[src/rtl/vreg_lane_requester_if.sv]
// Shared types for the vector-register crossbar, plus the handshake bundle
// between one lane-side requester and its surroundings (command source,
// write-data source, crossbar port and read-data sink).
package vreg_core_pkg;
    localparam int NUM_OF_VECTOR_REG = 8;
    localparam int VECTOR_REG_DEPTH  = 16;
    localparam int VECTOR_REG_WIDTH  = 32;
    localparam int VREG_AW           = $clog2(VECTOR_REG_DEPTH);
    localparam int VREG_RW           = $clog2(NUM_OF_VECTOR_REG);

    localparam logic READ_REQ  = 1'b0;
    localparam logic WRITE_REQ = 1'b1;

    // One element request toward a crossbar port.
    typedef struct packed {
        logic                        vld;
        logic [VREG_RW-1:0]          vec_reg_ptr;
        logic [VREG_AW-1:0]          addr;
        logic                        access_type;
        logic [VREG_AW:0]            access_length;
        logic [VECTOR_REG_WIDTH-1:0] data;
    } cntrl_req_t;

    // Requester FSM state, also exported for observation.
    typedef enum logic [1:0] {
        ST_IDLE  = 2'd0,
        ST_REQ   = 2'd1,
        ST_DRAIN = 2'd2,
        ST_DONE  = 2'd3
    } req_state_t;
endpackage

// Handshake rule for every vld/rdy pair below (cmd, wr_data, rd_data): a
// transfer happens on a rising clock edge where both valid and ready are 1;
// the producer holds valid and its payload stable until that transfer, and
// valid never depends on ready. The crossbar pair (vec_reg_req_port.vld /
// reg_req_grant) follows the same rule with the grant acting as ready.
interface vreg_lane_requester_if;
    logic                                        cmd_vld;
    logic                                        cmd_rdy;
    logic                                        cmd_type;
    logic [vreg_core_pkg::VREG_RW-1:0]           cmd_vec_reg;
    logic [vreg_core_pkg::VREG_AW-1:0]           cmd_base_addr;
    logic [vreg_core_pkg::VREG_AW:0]             cmd_length;
    logic                                        wr_data_vld;
    logic                                        wr_data_rdy;
    logic [vreg_core_pkg::VECTOR_REG_WIDTH-1:0]  wr_data;
    vreg_core_pkg::cntrl_req_t                   vec_reg_req_port;
    logic                                        reg_req_grant;
    logic                                        rsp_vld;
    logic [vreg_core_pkg::VECTOR_REG_WIDTH-1:0]  rsp_data;
    logic                                        rd_data_vld;
    logic                                        rd_data_rdy;
    logic [vreg_core_pkg::VECTOR_REG_WIDTH-1:0]  rd_data;

    // Requester side.
    modport master (
        input  cmd_vld, cmd_type, cmd_vec_reg, cmd_base_addr, cmd_length,
        input  wr_data_vld, wr_data,
        input  reg_req_grant, rsp_vld, rsp_data,
        input  rd_data_rdy,
        output cmd_rdy, wr_data_rdy, vec_reg_req_port, rd_data_vld, rd_data
    );

    // Environment side (command source, crossbar, data sinks).
    modport slave (
        output cmd_vld, cmd_type, cmd_vec_reg, cmd_base_addr, cmd_length,
        output wr_data_vld, wr_data,
        output reg_req_grant, rsp_vld, rsp_data,
        output rd_data_rdy,
        input  cmd_rdy, wr_data_rdy, vec_reg_req_port, rd_data_vld, rd_data
    );
endinterface

[src/rtl/vreg_lane_requester.sv]
// Lane-side crossbar initiator: takes one vector access command, issues one
// element request per cycle, and buffers read responses behind a credit
// limit so the read-data buffer can never overflow.
module vreg_lane_requester
    import vreg_core_pkg::*;
#(
    parameter int RD_BUF_DEPTH = 4
) (
    input  logic                  clk,
    input  logic                  reset,
    vreg_lane_requester_if.master bus,
    output logic                  busy,
    output logic                  done,
    output req_state_t            state_dbg
);
    localparam int AW = VREG_AW;
    localparam int RW = VREG_RW;
    localparam int W  = VECTOR_REG_WIDTH;
    localparam int BW = $clog2(RD_BUF_DEPTH);
    localparam int CW = BW + 1;
    localparam int SW = ((AW + 1 > CW) ? AW + 1 : CW) + 1;

    localparam logic [AW:0] CNT_ONE = (AW + 1)'(1);
    localparam logic [CW-1:0] BUF_ONE = CW'(1);

    req_state_t    state;
    req_state_t    state_nxt;

    // Latched command.
    logic          lat_type;
    logic [RW-1:0] lat_reg;
    logic [AW-1:0] lat_base;
    logic [AW:0]   lat_len;

    // Progress counters.
    logic [AW:0]   issued;
    logic [AW:0]   received;
    logic [AW:0]   outstanding;
    logic [AW:0]   received_nxt;

    // Read-data buffer.
    logic [W-1:0]  buf_mem [RD_BUF_DEPTH];
    logic [BW-1:0] wr_ptr;
    logic [BW-1:0] rd_ptr;
    logic [CW-1:0] buf_count;
    logic          buf_empty;

    // Datapath control.
    logic          cmd_rdy_int;
    logic          cmd_fire;
    logic [AW:0]   cmd_len_eff;
    logic          credit_ok;
    logic          req_vld;
    logic          req_fire;
    logic          last_fire;
    logic          rsp_push;
    logic          rd_pop;
    cntrl_req_t    req_port;

    // Handshake qualifiers, credit check and counter look-ahead.
    always_comb begin
        buf_empty    = (buf_count == '0);
        cmd_rdy_int  = (state == ST_IDLE) && buf_empty;
        cmd_fire     = bus.cmd_vld && cmd_rdy_int;
        cmd_len_eff  = (bus.cmd_length == '0) ? CNT_ONE : bus.cmd_length;
        outstanding  = issued - received;
        // Every issued-but-unanswered read will land in the buffer, so the
        // sum of in-flight and buffered elements is bounded by its depth.
        credit_ok    = (SW'(outstanding) + SW'(buf_count)) < SW'(RD_BUF_DEPTH);
        req_vld      = 1'b0;
        if (state == ST_REQ) begin
            req_vld = (lat_type == WRITE_REQ) ? bus.wr_data_vld : credit_ok;
        end
        req_fire     = req_vld && bus.reg_req_grant;
        last_fire    = req_fire && ((issued + CNT_ONE) == lat_len);
        // Responses only count while a read of ours is actually in flight.
        rsp_push     = bus.rsp_vld
                     && ((state == ST_REQ) || (state == ST_DRAIN))
                     && (lat_type == READ_REQ)
                     && (outstanding != '0);
        received_nxt = rsp_push ? (received + CNT_ONE) : received;
        rd_pop       = !buf_empty && bus.rd_data_rdy;
    end

    // FSM state register.
    always_ff @(posedge clk or negedge reset) begin
        if (!reset) begin
            state <= ST_IDLE;
        end else begin
            state <= state_nxt;
        end
    end

    // FSM next-state logic.
    always_comb begin
        state_nxt = state;
        case (state)
            ST_IDLE: begin
                if (cmd_fire) begin
                    state_nxt = ST_REQ;
                end
            end
            ST_REQ: begin
                if (last_fire) begin
                    state_nxt = (lat_type == WRITE_REQ) ? ST_DONE : ST_DRAIN;
                end
            end
            ST_DRAIN: begin
                // Looking at the incoming response saves a cycle at the end.
                if (received_nxt == lat_len) begin
                    state_nxt = ST_DONE;
                end
            end
            ST_DONE: begin
                state_nxt = ST_IDLE;
            end
            default: begin
                state_nxt = ST_IDLE;
            end
        endcase
    end

    // FSM outputs: status, crossbar request fields and write-data ready.
    always_comb begin
        busy        = (state != ST_IDLE);
        done        = (state == ST_DONE);
        state_dbg   = state;
        req_port    = '0;
        bus.wr_data_rdy = 1'b0;
        if (state == ST_REQ) begin
            req_port.vld           = req_vld;
            req_port.vec_reg_ptr   = lat_reg;
            req_port.addr          = lat_base + issued[AW-1:0];
            req_port.access_type   = lat_type;
            req_port.access_length = lat_len - issued;
            req_port.data          = (lat_type == WRITE_REQ) ? bus.wr_data : '0;
            bus.wr_data_rdy        = req_fire && (lat_type == WRITE_REQ);
        end
    end

    assign bus.vec_reg_req_port = req_port;
    assign bus.cmd_rdy          = cmd_rdy_int;
    assign bus.rd_data_vld      = !buf_empty;
    assign bus.rd_data          = buf_empty ? '0 : buf_mem[rd_ptr];

    // Capture the command fields on accept.
    always_ff @(posedge clk or negedge reset) begin
        if (!reset) begin
            lat_type <= READ_REQ;
            lat_reg  <= '0;
            lat_base <= '0;
            lat_len  <= '0;
        end else if (cmd_fire) begin
            lat_type <= bus.cmd_type;
            lat_reg  <= bus.cmd_vec_reg;
            lat_base <= bus.cmd_base_addr;
            lat_len  <= cmd_len_eff;
        end
    end

    // Issued / received element counters, restarted per command.
    always_ff @(posedge clk or negedge reset) begin
        if (!reset) begin
            issued   <= '0;
            received <= '0;
        end else if (cmd_fire) begin
            issued   <= '0;
            received <= '0;
        end else begin
            if (req_fire) begin
                issued <= issued + CNT_ONE;
            end
            received <= received_nxt;
        end
    end

    // Read-data FIFO storage and pointers.
    always_ff @(posedge clk or negedge reset) begin
        if (!reset) begin
            for (int i = 0; i < RD_BUF_DEPTH; i++) begin
                buf_mem[i] <= '0;
            end
            wr_ptr <= '0;
            rd_ptr <= '0;
        end else begin
            if (rsp_push) begin
                buf_mem[wr_ptr] <= bus.rsp_data;
                wr_ptr          <= wr_ptr + 1'b1;
            end
            if (rd_pop) begin
                rd_ptr <= rd_ptr + 1'b1;
            end
        end
    end

    // Read-data FIFO occupancy; push and pop together leave it unchanged.
    always_ff @(posedge clk or negedge reset) begin
        if (!reset) begin
            buf_count <= '0;
        end else begin
            case ({rsp_push, rd_pop})
                2'b10:   buf_count <= buf_count + BUF_ONE;
                2'b01:   buf_count <= buf_count - BUF_ONE;
                default: buf_count <= buf_count;
            endcase
        end
    end
endmodule

[src/flat_wrapper.sv]
// flat-port wrapper written by rule: the top's interface ports become plain ports
module vreg_lane_requester_flat import vreg_core_pkg::*;
#(
    parameter int RD_BUF_DEPTH = 4
)
  (clk, reset, busy, done, state_dbg, bus_cmd_vld, bus_cmd_type, bus_cmd_vec_reg, bus_cmd_base_addr, bus_cmd_length, bus_wr_data_vld, bus_wr_data, bus_reg_req_grant, bus_rsp_vld, bus_rsp_data, bus_rd_data_rdy, bus_cmd_rdy, bus_wr_data_rdy, bus_vec_reg_req_port, bus_rd_data_vld, bus_rd_data);
  vreg_lane_requester_if bus_i ();
  input  logic clk;
  input  logic reset;
  output logic busy;
  output logic done;
  output req_state_t state_dbg;
  input wire logic [$bits(bus_i.cmd_vld)-1:0] bus_cmd_vld;
  input wire logic [$bits(bus_i.cmd_type)-1:0] bus_cmd_type;
  input wire logic [$bits(bus_i.cmd_vec_reg)-1:0] bus_cmd_vec_reg;
  input wire logic [$bits(bus_i.cmd_base_addr)-1:0] bus_cmd_base_addr;
  input wire logic [$bits(bus_i.cmd_length)-1:0] bus_cmd_length;
  input wire logic [$bits(bus_i.wr_data_vld)-1:0] bus_wr_data_vld;
  input wire logic [$bits(bus_i.wr_data)-1:0] bus_wr_data;
  input wire logic [$bits(bus_i.reg_req_grant)-1:0] bus_reg_req_grant;
  input wire logic [$bits(bus_i.rsp_vld)-1:0] bus_rsp_vld;
  input wire logic [$bits(bus_i.rsp_data)-1:0] bus_rsp_data;
  input wire logic [$bits(bus_i.rd_data_rdy)-1:0] bus_rd_data_rdy;
  output wire logic [$bits(bus_i.cmd_rdy)-1:0] bus_cmd_rdy;
  output wire logic [$bits(bus_i.wr_data_rdy)-1:0] bus_wr_data_rdy;
  output wire logic [$bits(bus_i.vec_reg_req_port)-1:0] bus_vec_reg_req_port;
  output wire logic [$bits(bus_i.rd_data_vld)-1:0] bus_rd_data_vld;
  output wire logic [$bits(bus_i.rd_data)-1:0] bus_rd_data;
  assign bus_i.cmd_vld = bus_cmd_vld;
  assign bus_i.cmd_type = bus_cmd_type;
  assign bus_i.cmd_vec_reg = bus_cmd_vec_reg;
  assign bus_i.cmd_base_addr = bus_cmd_base_addr;
  assign bus_i.cmd_length = bus_cmd_length;
  assign bus_i.wr_data_vld = bus_wr_data_vld;
  assign bus_i.wr_data = bus_wr_data;
  assign bus_i.reg_req_grant = bus_reg_req_grant;
  assign bus_i.rsp_vld = bus_rsp_vld;
  assign bus_i.rsp_data = bus_rsp_data;
  assign bus_i.rd_data_rdy = bus_rd_data_rdy;
  assign bus_cmd_rdy = bus_i.cmd_rdy;
  assign bus_wr_data_rdy = bus_i.wr_data_rdy;
  assign bus_vec_reg_req_port = bus_i.vec_reg_req_port;
  assign bus_rd_data_vld = bus_i.rd_data_vld;
  assign bus_rd_data = bus_i.rd_data;
  vreg_lane_requester #(.RD_BUF_DEPTH(RD_BUF_DEPTH)) u_core (.clk(clk), .reset(reset), .bus(bus_i), .busy(busy), .done(done), .state_dbg(state_dbg));
endmodule
[config.mk]
export PLATFORM = sky130hd
export DESIGN_NAME = vreg_lane_requester_flat
export DESIGN_NICKNAME = d
export VERILOG_FILES = /design/src/rtl/vreg_lane_requester_if.sv /design/src/rtl/vreg_lane_requester.sv /design/src/flat_wrapper.sv
export SDC_FILE = /design/constraint.sdc
export NUM_CORES = 1
export LEC_CHECK = 0
export BUFFER_PORTS_ARGS = -buffer_cell sky130_fd_sc_hd__buf_2
export CORE_ASPECT_RATIO = 1.75
export CORE_UTILIZATION = 56
export DETAILED_ROUTE_END_ITERATION = 10
export HOLD_SLACK_MARGIN = 0.06
export PLACE_DENSITY = 0.89
export SETUP_SLACK_MARGIN = 0.2
export SLEW_MARGIN = 30
export SYNTH_ARGS = -nofsm -noshare
export SYNTH_HDL_FRONTEND = slang
export SYNTH_SLANG_ARGS = --single-unit
[constraint.sdc]
create_clock -name clk -period 4 [get_ports clk]
set_input_delay 0.6 -clock clk [delete_from_list [all_inputs] [get_ports clk]]
set_output_delay 0.6 -clock clk [all_outputs]
set_load 0.01 [all_outputs]
## Word level (Yosys, flattened, before mapping)

Cells that the tools add are included.

| word-level totals | value |
|---|---|
| register bits after elaboration | 160 |
| input port bits | 84 |
| output and inout bits | 85 |
| logic and storage cells | 84 |

| operators by class | value |
|---|---|
| $add $sub $neg | 10 |
| order comparisons | 4 |
| equality and inequality tests | 10 |
| muxes and demuxes | 23 |
| bitwise logic cells | 3 |
| reductions and logical operators | 20 |

Operator list:

| kind | count |
|---|---|
| 32-bit 2-to-1 mux | 5 |
| 128-bit bitwise mux | 1 |
| 32-bit binary-select mux with 2-bit select | 1 |
| 32-bit demux with 2-bit select | 1 |
| 46-bit 2-to-1 mux | 1 |
| 5-bit 2-to-1 mux | 5 |
| 5-bit by 1-bit adder with 5-bit output (second input constant) | 2 |
| 5-bit equality test | 2 |
| 1-bit logical AND | 10 |
| 5-bit subtractor | 2 |
| 2-bit one-hot mux with 4 select lines | 1 |
| 5-bit by 3-bit adder with 6-bit output | 1 |
| 2-bit equality test (second input constant) | 3 |
| 3-bit greater-or-equal comparator (second input constant) | 2 |
| 6-bit by 3-bit < comparator with 1-bit output (second input constant) | 1 |
| 2-bit 2-to-1 mux | 3 |
| 2-bit inverter with 3-bit output | 2 |
| 3-bit one-hot mux with 2 select lines | 1 |
| 2-bit nonzero test | 3 |
| 5-bit zero test | 1 |
| 5-bit nonzero test | 1 |
| 2-bit by 1-bit adder with 2-bit output (second input constant) | 2 |
| 4-bit adder | 1 |
| 2-bit by 1-bit equality test with 1-bit output (second input constant) | 2 |
| 12 further kinds | 16 |

## Longest topological paths before layout

Gate-level depths: netlist (run 1).

| logic depth | value |
|---|---|
| word-level depth | 9 |
| gate-level depth with buffers | 15 |
| depth with buffers taken out | 15 |

## Worst setup path after synthesis (run 1)

OpenSTA, ideal clock, no wires.

| path | value |
|---|---|
| path kind | register to register |
| from | reg u_core.issued[0] |
| to | reg u_core.state[1], in the netlist u_core.state_dbg[1] |
| library setup time | 0.128 ns |
| arrival time | 3.013 ns |
| slack | 0.859 ns |
| cell stages (with the launch flop) | 14 |
| cell sequence | dfrtp_1 -> inv_1 -> ha_1 -> inv_1 -> fa_1 -> xor2_1 -> ha_1 -> nor3b_1 -> mux2_2 -> a32o_2 -> a21oi_1 -> nor2_1 -> a31oi_1 -> mux2_1 |

| between the ends | value |
|---|---|
| cells in the longest elaborated chain, start to end | 9 |
| elaborated cells between the ends (all ways) | 16 |

Ends and longest elaborated chain:

| what | RTL line | RTL |
|---|---|---|
| start: declaration | vreg_lane_requester.sv:36 | `logic [AW:0] issued;` |
| start signal: assignment | vreg_lane_requester.sv:171 | `issued <= issued + CNT_ONE;` |
| 5-bit subtractor | vreg_lane_requester.sv:66 | `outstanding = issued - received;` |
| 5-bit by 3-bit adder with 6-bit output | vreg_lane_requester.sv:69 | `credit_ok = (SW'(outstanding) + SW'(buf_count)) < SW'(RD_BUF_DEPTH);` |
| 6-bit by 3-bit < comparator with 1-bit output | vreg_lane_requester.sv:69 |  |
| 1-bit 2-to-1 mux | vreg_lane_requester.sv:72 | `req_vld = (lat_type == WRITE_REQ) ? bus.wr_data_vld : credit_ok;` |
| 1-bit 2-to-1 mux | vreg_lane_requester.sv:71 | `if (state == ST_REQ) begin` |
| 1-bit logical AND | vreg_lane_requester.sv:74 | `req_fire = req_vld && bus.reg_req_grant;` |
| 1-bit logical AND | vreg_lane_requester.sv:75 | `last_fire = req_fire && ((issued + CNT_ONE) == lat_len);` |
| 2-bit by 1-bit inequality test with 1-bit output (no line) | n/a |  |
| 3-bit AND reduction (no line) * | n/a |  |
| end signal: assignment | vreg_lane_requester.sv:90 | `state <= state_nxt;` |
| end: declaration | vreg_lane_requester.sv:26 | `req_state_t state;` |

Every way passes the cells marked *; elsewhere a longest branch is shown, timed or not.
A chain may end at the register's enable or synchronous reset.

## Final worst setup path (run 1)

| path | value |
|---|---|
| from | reg u_core.issued[0] |
| to | out bus_wr_data_rdy |

| between the ends | value |
|---|---|
| cells in the longest elaborated chain, start to end | 8 |

Ends and longest elaborated chain:

| what | RTL line | RTL |
|---|---|---|
| 5-bit subtractor | vreg_lane_requester.sv:66 |  |
| 5-bit by 3-bit adder with 6-bit output | vreg_lane_requester.sv:69 |  |
| 6-bit by 3-bit < comparator with 1-bit output | vreg_lane_requester.sv:69 |  |
| 1-bit 2-to-1 mux | vreg_lane_requester.sv:72 |  |
| 1-bit 2-to-1 mux | vreg_lane_requester.sv:71 |  |
| 1-bit logical AND | vreg_lane_requester.sv:74 |  |
| 1-bit logical AND | vreg_lane_requester.sv:137 | `bus.wr_data_rdy = req_fire && (lat_type == WRITE_REQ);` |
| 1-bit 2-to-1 mux | vreg_lane_requester.sv:130 | `if (state == ST_REQ) begin` |
| end: declaration | flat_wrapper.sv:25 | `output wire logic [$bits(bus_i.wr_data_rdy)-1:0] bus_wr_data_rdy;` |

Every way passes these cells.

==> metrics.csv, run 1 <==
stage,metric,value,unit
status,status,completed,
timing,fmax,275.6,MHz
timing,setup_slack,0.3717,ns
detailed_routing,first_iter_violations,241,
logic_synthesis,async_flop_share,1.000,
logic_synthesis,synth_flop_cell,dfrtp_1,
layout,instances_no_fill,1009,
place,port_buffers,168,
layout,nets,931,
detailed_routing,antenna_left,0,
power_and_ir_drop,total_power,8.513,mW
floorplan,start_util,0.5775,
place,hpwlAfterDp,13070,um
floorplan,rows,58,
power_and_ir_drop,p_leak,4.906,nW
logic_synthesis,synth_warnings,0,
floorplan,ios,169,
power_and_ir_drop,intPower,5.353,mW
clock_tree,h-tree-depth,4,
clock_tree,cts_buffer_depth,2,
timing,fin_worst_skew,0.01248,ns
critical_path,critical_path_arrival,3.03,ns
power_and_ir_drop,clkPwrFrac,0.172,
critical_path,max_stage_delay,0.42,ns
logic_synthesis,syn_nets,768,
timing,hold_violations,0,
logic_synthesis,netlist_area,0.008339,mm^2
critical_path,worstPathRequired,3.40,ns
detailed_routing,wire_per_inst,18.19,um
timing,max-slew-margin-rel,0.3937,
timing,rsz0062_at_grt,no,
clock_tree,clk_pin_slew,0.07,ns
timing,holdWs,0.2451,ns
clock_tree,clkLatencyLatePin,0.42,ns
power_and_ir_drop,powerDensity,857.1,mW/mm^2
detailed_routing,num_vias,5676,
timing,tns,0,ns
clock_tree,postCtsHoldBufs,0,
power_and_ir_drop,p_sw,3.160,mW
layout,drive_gt1_frac,0.3128,
place,dp_cells,976,
timing,tightest_slew,0.9095,ns
floorplan,die_w,94.25,um
logic_synthesis,synth_edf_count,0,
detailed_routing,drc,0,
detailed_routing,dr.pass1.iters,4,
place,gp_congestion,0.8949,
logic_synthesis,syn_inst,654,
power_and_ir_drop,seqPwrFrac,0.355,
layout,largest_register,u_core.buf_mem,
timing,post-route-min-period,3.628,ns
floorplan,die-area,0.01540,mm^2
logic_synthesis,ys_ff_latch,160,
logic_synthesis,yosysUniqueCellTypes,42,
floorplan,die_y,163.4,um
clock_tree,clock_sinks,160,
global_route,grt_max_degree,100,
clock_tree,clk_root_buffer_cell,clkbuf_16,
critical_path,startpoint_type,flop,
logic_synthesis,syn_avg_cell_area,12.75,um^2
layout,fillers,1031,
worst_hold_path,min_path_type,primary input to asynchronous set/reset pin,
global_route,grt_use_total,0.2576,
critical_path,critPathCaptureType,output port,
clock_tree,cts_buffers,17,
timing,layout_worst_path_cycle_share,0.9071,
place,place_ws,0.6181,ns
global_route,grt_pass1_wl,29500,um
layout,final_util,0.6877,
power_and_ir_drop,comb_power_share,0.472,
detailed_routing,routed_wl,18360,um
timing,slew_violations,0,
power_and_ir_drop,power_switching_share,0.3712,
layout,synthToLayoutAreaGrowth,19.10,%
critical_path,cp_slowest_cell,dfrtp_2,
global_route,overflow,0,
global_route,antenna_found_initial,1,
critical_path,crit_path_cell_trace,inv_1 > ha_1 > inv_1 > fa_2 > xor2_1 > ha_1 > or3b_1 > nor3b_2 > mux2_2 > a32o_2 > and3_1 > buf_2,
flow_run,maxCapViolCount,0,
layout,final_cell_area,0.009932,mm^2
clock_tree,cts_tree,done,
timing,setup_viol,0,
detailed_routing,via_per_inst,5.625,
critical_path,path_class,flop to output port,
logic_synthesis,seq_area_frac_synth,0.4801,
critical_path,cp_max_fo,5,
power_and_ir_drop,peakVddDrop,0.5783,mV
layout,largest_reg_flops,128,
floorplan,core,0.01444,mm^2
global_route,grt_pass1_vias,5946,
place,placed_area,0.009370,mm^2
-- routing by layer --
metal,part of all wire,vias up,global-route usage
met5,0,-,0
met4,0.034,0,0.1245
met3,0.040,40,0.04050
met2,0.56,163,0.4773
met1,0.37,2865,0.2779
li1,-,2608,-
-- cells in the mapped netlist, drive strengths merged, types with 2 or more instances --
cell type	n	area, um^2
nor3	5	25.02
nor2	21	78.83
nand2b	2	12.51
fa	4	80.08
mux2	130	1464
a21o	4	30.03
or3	4	25.02
nor3b	3	22.52
xnor2	22	192.7
or3b	2	17.52
and3	34	212.7
nor4	2	12.51
nand2	51	191.4
clkbuf	20	75.07
o21ai	5	25.02
mux4	32	720.7
inv	21	78.83
and2	46	287.8
buf	17	122.6
nand3	5	25.02
ha	26	325.3
xor2	16	147.7
a21oi	9	48.80
dfrtp	160	4004
a31oi	3	18.77
-- path summary, 6_finish.rpt --
kind / from / cells past startpoint / end / slack, ns
worst max-delay path: u_core.issued[0] / 12 / bus_wr_data_rdy / 0.37
worst min-delay path: reset / 1 / u_core.buf_mem[72] / 0.25
worst max register to register: u_core.issued[0] / 12 / u_core.state_dbg[1] / 0.72
worst min register to register: u_core.lat_reg[2] / 2 / u_core.lat_reg[2] / 0.48
max in group asynchronous: reset / 2 / u_core.buf_mem[22] / 2.89
min in group clk: bus_cmd_base_addr[2] / 3 / u_core.lat_base[2] / 0.37
-- final cells by class --
cell class | instances | area, um^2 | share of cell area
inverter | 22 | 87.58 | 0.008818
multi-input combinational | 435 | 4068 | 0.4095
antenna | 1 | 2.502 | 0.0002520
clock inverter | 13 | 106.4 | 0.01071
clock buffer | 17 | 425.4 | 0.04283
tap | 180 | 225.2 | 0.02268
sequential | 160 | 4008 | 0.4035
timing repair buffer | 181 | 1010 | 0.1017
-- what timing repair did --
action	in CTS	in global routing
resized for setup	0	4
buffers inserted	0	2
endpoints found under the setup margin	0	2
hold endpoints to repair	0	0
-- power groups by stage --
stage	logic (mW)	clock network [mW]	registers (mW)
3_5_place_dp	4.01	0	3.05
4_1_cts	4.04	1.49	3.03
2_1_floorplan	2.98	0	2.77
5_1_grt	4.42	1.56	3.13
6_report	4.02	1.47	3.02
3_3_place_gp	3.86	0	2.99
-- cell usage in the layout, fill, tap and decap left out, types with 3 or more instances in the layout --
cell type / instances
nand2_1: 47
inv_1: 21
ha_1: 26
and3_1: 34
dfrtp_2: 3
clkbuf_16: 17
or3_1: 4
a21oi_1: 8
mux4_2: 32
nor2_1: 21
and2_1: 46
buf_12: 5
inv_6: 3
dfrtp_1: 157
clkinv_4: 3
xor2_1: 15
clkinvlp_4: 4
buf_4: 8
fa_1: 3
nor3_1: 5
mux2_1: 129
nand2_2: 4
a21o_1: 4
a31oi_1: 3
buf_2: 167
o21ai_0: 3
xnor2_1: 22
nand3_1: 5
-- worst max-delay path, delay by kind of cell, from the launching register on --
kind / cells / cell delay (ns)
simple gates: 3 / 0.71
fa+ha+maj: 3 / 0.67
flops: 1 / 0.42
buf+inv: 3 / 0.23
compound gates: 1 / 0.21
xor+xnor: 1 / 0.19
mux: 1 / 0.16
-- kinds of logic after synthesis --
| logic type | after synthesis | synth area share |
|---|---|---|
| AO/OA/AOI/OAI | 26 | 0.02041 |
| XOR/XNOR | 38 | 0.04081 |
| adder cells (fa/ha/maj) | 30 | 0.04861 |
| buffers and inverters | 59 | 0.03421 |
| flip-flops | 160 | 0.4801 |
| multiplexers | 163 | 0.2632 |
| AND/OR/NAND/NOR | 178 | 0.1127 |
Power figures use the tool's default switching activity.
==> run 2: changes to the inputs <==
CORE_MARGIN = 4   (was not set)
PLACE_DENSITY = 0.81   (was 0.89)
TNS_END_PERCENT = 1   (was not set)
==> run 2 against run 1 <==
  * Hold slack improved by 0.039 ns
  * Global-route usage down 1.4 points
  * Worst setup slack worse by 0.038 ns
  * Power grew 2.1%
  * Largest power group unchanged
  * Register-to-register slack lost 0.15 ns
  * Combinational power up 1%
  * Via count up 0.79%
  * Non-clock buffer count is 2 higher
==> metrics.csv, run 2 (synthesis results as in run 1) <==
stage,metric,value,unit,change
timing,tightest_slew,0.8649,ns,was 0.9095 ns
layout,drive_gt1_frac,0.3149,,was 0.3128
global_route,grt_pass1_vias,6324,,was 5946
floorplan,ios,169,,unchanged
timing,post-route-min-period,3.667,ns,was 3.628 ns
floorplan,die_w,100.2,um,was 94.25 um
clock_tree,clk_pin_slew,0.06,ns,was 0.07 ns
layout,nets,933,,was 931
clock_tree,cts_buffers,17,,unchanged
timing,max-slew-margin-rel,0.4234,,was 0.3937
place,placed_area,0.009345,mm^2,was 0.009370 mm^2
layout,fillers,1098,,was 1031
layout,largest_register,u_core.buf_mem,,unchanged
global_route,grt_max_degree,96,,was 100
timing,rsz0062_at_grt,no,,unchanged
clock_tree,h-tree-depth,4,,unchanged
layout,layout_common_cells,"buf_2, dfrtp_1, mux2_1",,unchanged
floorplan,die_y,169.4,um,was 163.4 um
power_and_ir_drop,powerDensity,871.2,mW/mm^2,was 857.1 mW/mm^2
detailed_routing,antenna_left,0,,unchanged
detailed_routing,first_iter_violations,255,,was 241
critical_path,cp_max_fo,4,,was 5
layout,largest_reg_flops,128,,unchanged
detailed_routing,num_vias,5721,,was 5676
critical_path,worstPathRequired,3.40,ns,about the same
critical_path,r2r_cells,12,,unchanged
timing,fmax,272.7,MHz,was 275.6 MHz
detailed_routing,routed_wl,19870,um,was 18360 um
detailed_routing,via_per_inst,5.648,,was 5.625
detailed_routing,drc,0,,unchanged
critical_path,startpoint_type,flop,,unchanged
flow_run,maxCapViolCount,0,,unchanged
clock_tree,clkLatencyLatePin,0.41,ns,was 0.42 ns
critical_path,worstReg2RegEnd,u_core.state_dbg[1],,unchanged
floorplan,start_util,0.5746,,was 0.5775
clock_tree,clk_root_buffer_cell,clkbuf_16,,unchanged
floorplan,core,0.01451,mm^2,was 0.01444 mm^2
clock_tree,cts_buffer_depth,2,,unchanged
layout,layout_commonest_cell,buf_2,,unchanged
layout,final_cell_area,0.009975,mm^2,was 0.009932 mm^2
place,port_buffers,168,,unchanged
critical_path,critical_path_arrival,3.07,ns,was 3.03 ns
critical_path,r2r_slack,0.57,ns,was 0.72 ns
worst_hold_path,min_path_type,primary input to asynchronous set/reset pin,,unchanged
timing,fin_worst_skew,0.01345,ns,was 0.01248 ns
detailed_routing,wire_per_inst,19.62,um,was 18.19 um
place,hpwlAfterDp,14300,um,was 13070 um
critical_path,path_class,flop to output port,,unchanged
critical_path,critPathCaptureType,output port,,unchanged
timing,setup_viol,0,,unchanged
global_route,overflow,0,,unchanged
timing,layout_worst_path_cycle_share,0.9167,,was 0.9071
floorplan,rows,58,,unchanged
timing,slew_violations,0,,unchanged
status,status,completed,,unchanged
clock_tree,clock_sinks,160,,unchanged
layout,synthToLayoutAreaGrowth,19.61,%,was 19.10%
timing,holdWs,0.2845,ns,was 0.2451 ns
global_route,grt_use_total,0.2441,,was 0.2576
critical_path,regToRegStartpoint,u_core.received[0],,was u_core.issued[0]
floorplan,die-area,0.01698,mm^2,was 0.01540 mm^2
power_and_ir_drop,peakVddDrop,0.5272,mV,was 0.5783 mV
power_and_ir_drop,p_leak,4.942,nW,was 4.906 nW
timing,tns,0,ns,unchanged
timing,hold_violations,0,,unchanged
global_route,grt_pass1_wl,32000,um,was 29500 um
place,gp_congestion,0.8705,,was 0.8949
detailed_routing,dr.pass1.iters,6,,was 4
global_route,antenna_found_initial,2,,was 1
clock_tree,cts_tree,done,,unchanged
[run 2: changes by cell type in the layout (fill, tap and decap cells not counted), sizes merged]
cell	before	now
clkinv	5	8
bufinv	0	2
clkinvlp	4	1
inv	26	25
buf	180	183
[run 2: worst max path at each step]
stage,from,endpoint,slack (ns),cells after the start
after global routing,u_core.issued[0],bus_wr_data_rdy,0.20,12
after detailed placement,u_core.issued[0],u_core.state_dbg[1],0.61,13
after CTS,u_core.issued[0],bus_wr_data_rdy,0.22,12
after floorplan,u_core.issued[0],u_core.state_dbg[1],0.86,13
after global placement,u_core.issued[0],u_core.state_dbg[1],0.71,13
final,u_core.issued[0],bus_wr_data_rdy,0.33,12
[run 2: critical path, cell delays in order, from the launching register on]
cell	delay (ns)
dfrtp_2	0.42
inv_1	0.06
ha_1	0.16
inv_1	0.06
fa_2	0.34
xor2_1	0.20
ha_1	0.19
or3b_1	0.39
nor3b_2	0.18
mux2_2	0.18
a32o_2	0.19
and3_1	0.16
buf_2	0.12
[run 2: routing by layer]
metal	vias to the layer above	share of wire	track usage
met5	-	0.00081	0
met4	2	0.040	0.1232
met3	46	0.052	0.04648
met2	190	0.56	0.4523
met1	2859	0.35	0.2574
li1	2624	-	-
[run 2: final cells by class]
cell class	count	area, um^2	area share
multi-input combinational	435	4068	0.4078
timing repair buffer	183	997.2	0.09997
clock buffer	18	429.2	0.04303
clock inverter	14	157.7	0.01581
inverter	22	87.58	0.008781
sequential	160	4008	0.4018
antenna	1	2.502	0.0002509
tap	180	225.2	0.02258
[run 2: where the power goes]
group          total [mW]  switching, mW  leakage [nW]  internal [mW]
logic                4.06           1.93          2.70           2.13
clock network        1.61          0.674         0.288          0.932
registers            3.02          0.610          1.95           2.41
total                8.69           3.22          4.94           5.47
[run 2: stage by stage]
| stage | utilization | worst slack (ns) | power (mW) | instances |
|---|---|---|---|---|
| after floorplan | - | 0.8590 | 5.748 | 654 |
| after global placement | 0.6439 | 0.7148 | 6.818 | 976 |
| after detailed placement | 0.6439 | 0.6058 | 7.103 | 976 |
| after CTS | 0.6847 | 0.2193 | 8.761 | 1008 |
| after global routing | 0.6872 | 0.1976 | 9.330 | 1013 |
| final | 0.6872 | 0.3332 | 8.690 | 1013 |
[run 2: timing repair]
action | CTS | global route
setup buffers | 0 | 4
pin swaps | 0 | 1
hold endpoints to repair | 0 | 0
endpoints found under the setup margin | 1 | 1
hold buffers | 0 | 0
resized for setup | 2 | 2
==> run 3: changes to the inputs <==
ABC_AREA = 1   (was not set)
CORE_UTILIZATION = 55   (was 56)
PLACE_DENSITY = 0.8   (was 0.81)
SLEW_MARGIN = 25   (was 30)
==> run 3 against run 2 <==
  * Worst setup slack better by 0.068 ns
  * Hold slack got worse by 0.062 ns
  * Sequential power shrank 5%
  * Clock skew down 0.0017 ns
==> metrics.csv, run 3 <==
stage,metric,value,unit,change
power_and_ir_drop,peakVddDrop,0.4806,mV,was 0.5272 mV
logic_synthesis,syn_avg_cell_area,7.767,um^2,was 12.75 um^2
timing,rsz0062_at_grt,no,,unchanged
clock_tree,clkLatencyLatePin,0.42,ns,was 0.41 ns
layout,diodes,0,,was 1
floorplan,die-area,0.01719,mm^2,was 0.01698 mm^2
logic_synthesis,synth_warnings,0,,unchanged
clock_tree,cts_tree,done,,unchanged
place,hpwlAfterDp,14130,um,was 14300 um
timing,layout_worst_path_cycle_share,0.8997,,was 0.9167
clock_tree,clock_sinks,160,,unchanged
place,gp_congestion,0.9836,,was 0.8705
global_route,grt_use_total,0.2559,,was 0.2441
status,status,completed,,unchanged
worst_hold_path,min_path_type,primary input to asynchronous set/reset pin,,unchanged
critical_path,path_delay_family,adder cells,,was simple AND/OR/NAND/NOR gates
logic_synthesis,yosysTopAreaCell,dfrtp_1,,unchanged
timing,fin_worst_skew,0.01179,ns,was 0.01345 ns
logic_synthesis,ys_ff_latch,160,,unchanged
logic_synthesis,synth_mux_area_frac,0,,was 0.2632
clock_tree,clk_pin_slew,0.07,ns,was 0.06 ns
logic_synthesis,synth_top_family_by_area,simple AND/OR/NAND/NOR gates,,was multiplexers
place,placed_area,0.009298,mm^2,was 0.009345 mm^2
layout,final_cell_area,0.009922,mm^2,was 0.009975 mm^2
logic_synthesis,netlist_area,0.008295,mm^2,was 0.008339 mm^2
place,port_buffers,168,,unchanged
clock_tree,cts_buffers,17,,unchanged
floorplan,die_y,170.5,um,was 169.4 um
detailed_routing,via_per_inst,5.284,,was 5.648
power_and_ir_drop,p_leak,5.361,nW,was 4.942 nW
logic_synthesis,synth_edf_count,0,,unchanged
global_route,antenna_found_initial,0,,was 2
critical_path,worstPathRequired,3.40,ns,about the same
detailed_routing,first_iter_violations,489,,was 255
layout,drive_gt1_frac,0.1972,,was 0.3149
global_route,grt_pass1_vias,7444,,was 6324
critical_path,r2r_slack,0.88,ns,was 0.57 ns
logic_synthesis,yosysUniqueCellTypes,31,,was 42
timing,fmax,277.9,MHz,was 272.7 MHz
detailed_routing,num_vias,7451,,was 5721
detailed_routing,wire_per_inst,14.94,um,was 19.62 um
layout,synthToLayoutAreaGrowth,19.61,%,about the same
layout,nets,1328,,was 933
timing,tightest_slew,0.8701,ns,was 0.8649 ns
logic_synthesis,synth_xor_area_frac,0.01689,,was 0.04081
logic_synthesis,synth_flop_cell,dfrtp_1,,unchanged
floorplan,die_w,100.8,um,was 100.2 um
global_route,grt_pass1_wl,35120,um,was 32000 um
critical_path,critPathCaptureType,output port,,unchanged
critical_path,startpoint_type,flop,,unchanged
critical_path,crit_path_cell_trace,inv_1 > ha_1 > inv_1 > fa_1 > xor2_2 > ha_1 > nor3_1 > nand2_1 > nor2_1 > nand3_1 > nand2_1 > nand2_1 > inv_2 > nand2_1 > inv_1 > buf_2,,was inv_1 > ha_1 > inv_1 > fa_2 > xor2_1 > ha_1 > or3b_1 > nor3b_2 > mux2_2 > a32o_2 > and3_1 > buf_2
critical_path,path_class,flop to output port,,unchanged
timing,setup_viol,0,,unchanged
detailed_routing,routed_wl,21070,um,was 19870 um
detailed_routing,antenna_left,0,,unchanged
clock_tree,clk_root_buffer_cell,clkbuf_16,,unchanged
place,place_ws,0.8902,ns,was 0.6058 ns
logic_synthesis,yosysMostFrequentCell,o21ai_0,,was dfrtp_1
clock_tree,h-tree-depth,4,,unchanged
timing,hold_violations,0,,unchanged
detailed_routing,dr.pass1.iters,5,,was 6
floorplan,ios,169,,unchanged
logic_synthesis,syn_inst,1068,,was 654
flow_run,maxCapViolCount,0,,unchanged
timing,slew_violations,0,,unchanged
critical_path,path_buf_inv,5,,was 3
layout,layout_common_cells,"o21ai_0, nand2_1, nor2_1",,"was buf_2, dfrtp_1, mux2_1"
global_route,overflow,0,,unchanged
logic_synthesis,syn_nets,1182,,was 768
timing,max-slew-margin-rel,0.4199,,was 0.4234
critical_path,max_stage_delay,0.43,ns,was 0.42 ns
layout,largest_reg_flops,128,,unchanged
logic_synthesis,synth_top_cell_area_share,0.4827,,was 0.4801
timing,post-route-min-period,3.599,ns,was 3.667 ns
critical_path,critical_path_arrival,3.00,ns,was 3.07 ns
layout,largest_register,u_core.buf_mem,,unchanged
clock_tree,postCtsSetupBuffers,0,,unchanged
logic_synthesis,yosys.area_share.simple,0.2139,,was 0.1127
power_and_ir_drop,powerDensity,880.4,mW/mm^2,was 871.2 mW/mm^2
timing,tns,0,ns,unchanged
layout,layout_commonest_cell,o21ai_0,,was buf_2
logic_synthesis,synth_compound_area_frac,0.1585,,was 0.02041
logic_synthesis,seq_area_frac_synth,0.4827,,was 0.4801
floorplan,core,0.01484,mm^2,was 0.01451 mm^2
detailed_routing,drc,0,,unchanged
clock_tree,cts_buffer_depth,2,,unchanged
floorplan,start_util,0.5591,,was 0.5746
logic_synthesis,synth_fa_ha_area_frac,0.04887,,was 0.04861
critical_path,path_common_cell,nand2_1,,
logic_synthesis,async_flop_share,1.000,,unchanged
critical_path,cp_max_fo,5,,was 4
logic_synthesis,ys_top_cells_by_area,"dfrtp_1, o21ai_0, nand2_1, nor2_1, inv_1",,"was dfrtp_1, mux2_1, mux4_2, ha_1, and2_1"
global_route,grt_max_degree,93,,was 96
floorplan,rows,59,,was 58
logic_synthesis,synth_common_cells,"o21ai_0, nand2_1, nor2_1, dfrtp_1, inv_1",,"was dfrtp_1, mux2_1, nand2_1, and2_1, and3_1"
timing,setup_slack,0.4013,ns,was 0.3332 ns
critical_path,cp_slowest_cell,dfrtp_1,,was dfrtp_2
run 3: cell count changes after synthesis, moves of 18 or more:
| cell | before | now |
|---|---|---|
| mux4_2 | 32 | 0 |
| nor2_1 | 21 | 179 |
| inv_1 | 21 | 109 |
| a21oi_1 | 8 | 44 |
| nand2_1 | 51 | 205 |
| clkbuf_1 | 20 | 38 |
| and3_1 | 34 | 0 |
| mux2_1 | 129 | 0 |
| nand3_1 | 5 | 24 |
| and2_1 | 46 | 0 |
| o21ai_0 | 3 | 208 |
run 3: kinds of logic after synthesis:
logic type                 count (synthesis)
DFF                                      160
buffers and inverters                    169
and+or+nand+nor                          434
adders and majority gates                 30
AOI/OAI and AO/OA                        259
xor gates and xnor gates                  16
run 3: layer usage:
| metal | vias up | global-route usage | share of wire |
|---|---|---|---|
| met4 | 0 | 0.1097 | 0.025 |
| met3 | 35 | 0.04594 | 0.055 |
| li1 | 3684 | - | - |
| met1 | 3495 | 0.3042 | 0.39 |
| met2 | 237 | 0.4479 | 0.53 |
| met5 | - | 0 | 0 |
run 3: worst paths after layout:
path,start,end,cells after the start
worst max-delay path,u_core.issued[0],bus_wr_data_rdy,16
worst min-delay path,reset,u_core.lat_len[3],1
worst max register to register,u_core.issued[0],u_core.buf_count[2],14
worst min register to register,u_core.buf_mem[76],u_core.buf_mem[76],2
max in group asynchronous,reset,u_core.buf_mem[84],2
min in group clk,bus_cmd_vec_reg[1],u_core.lat_reg[1],3
run 3: timing repair:
action	CTS	global route
hold buffers	0	0
setup endpoints to repair	0	1
gates resized for setup	0	1
run 3: report_power, final:
part           switching (mW)  total, mW  internal, mW
clock network           0.685       1.70          1.01
logic                    2.59       4.16          1.57
registers               0.509       2.88          2.37
total                    3.78       8.74          4.95
run 3: area by class of cell:
class,instances,area [um^2]
Tap cell,183,229.0
Clock buffer,19,442.9
Fill cell,1236,4916
Multi-Input combinational cell,739,3649
Timing Repair Buffer,182,989.7
Sequential cell,160,4005
Clock inverter,13,173.9
Inverter,114,432.9
run 3: stage by stage:
step                      instances  hold WS (ns)  power [mW]  utilization
final                          1410        0.2222       8.736       0.6687
after detailed placement       1378        0.4678       7.011       0.6266
after global placement         1378        0.4602       6.864       0.6266
after global routing           1410        0.3201       9.520       0.6687
after floorplan                1068        0.3044       5.664            -
after CTS                      1410        0.2904       8.776       0.6682
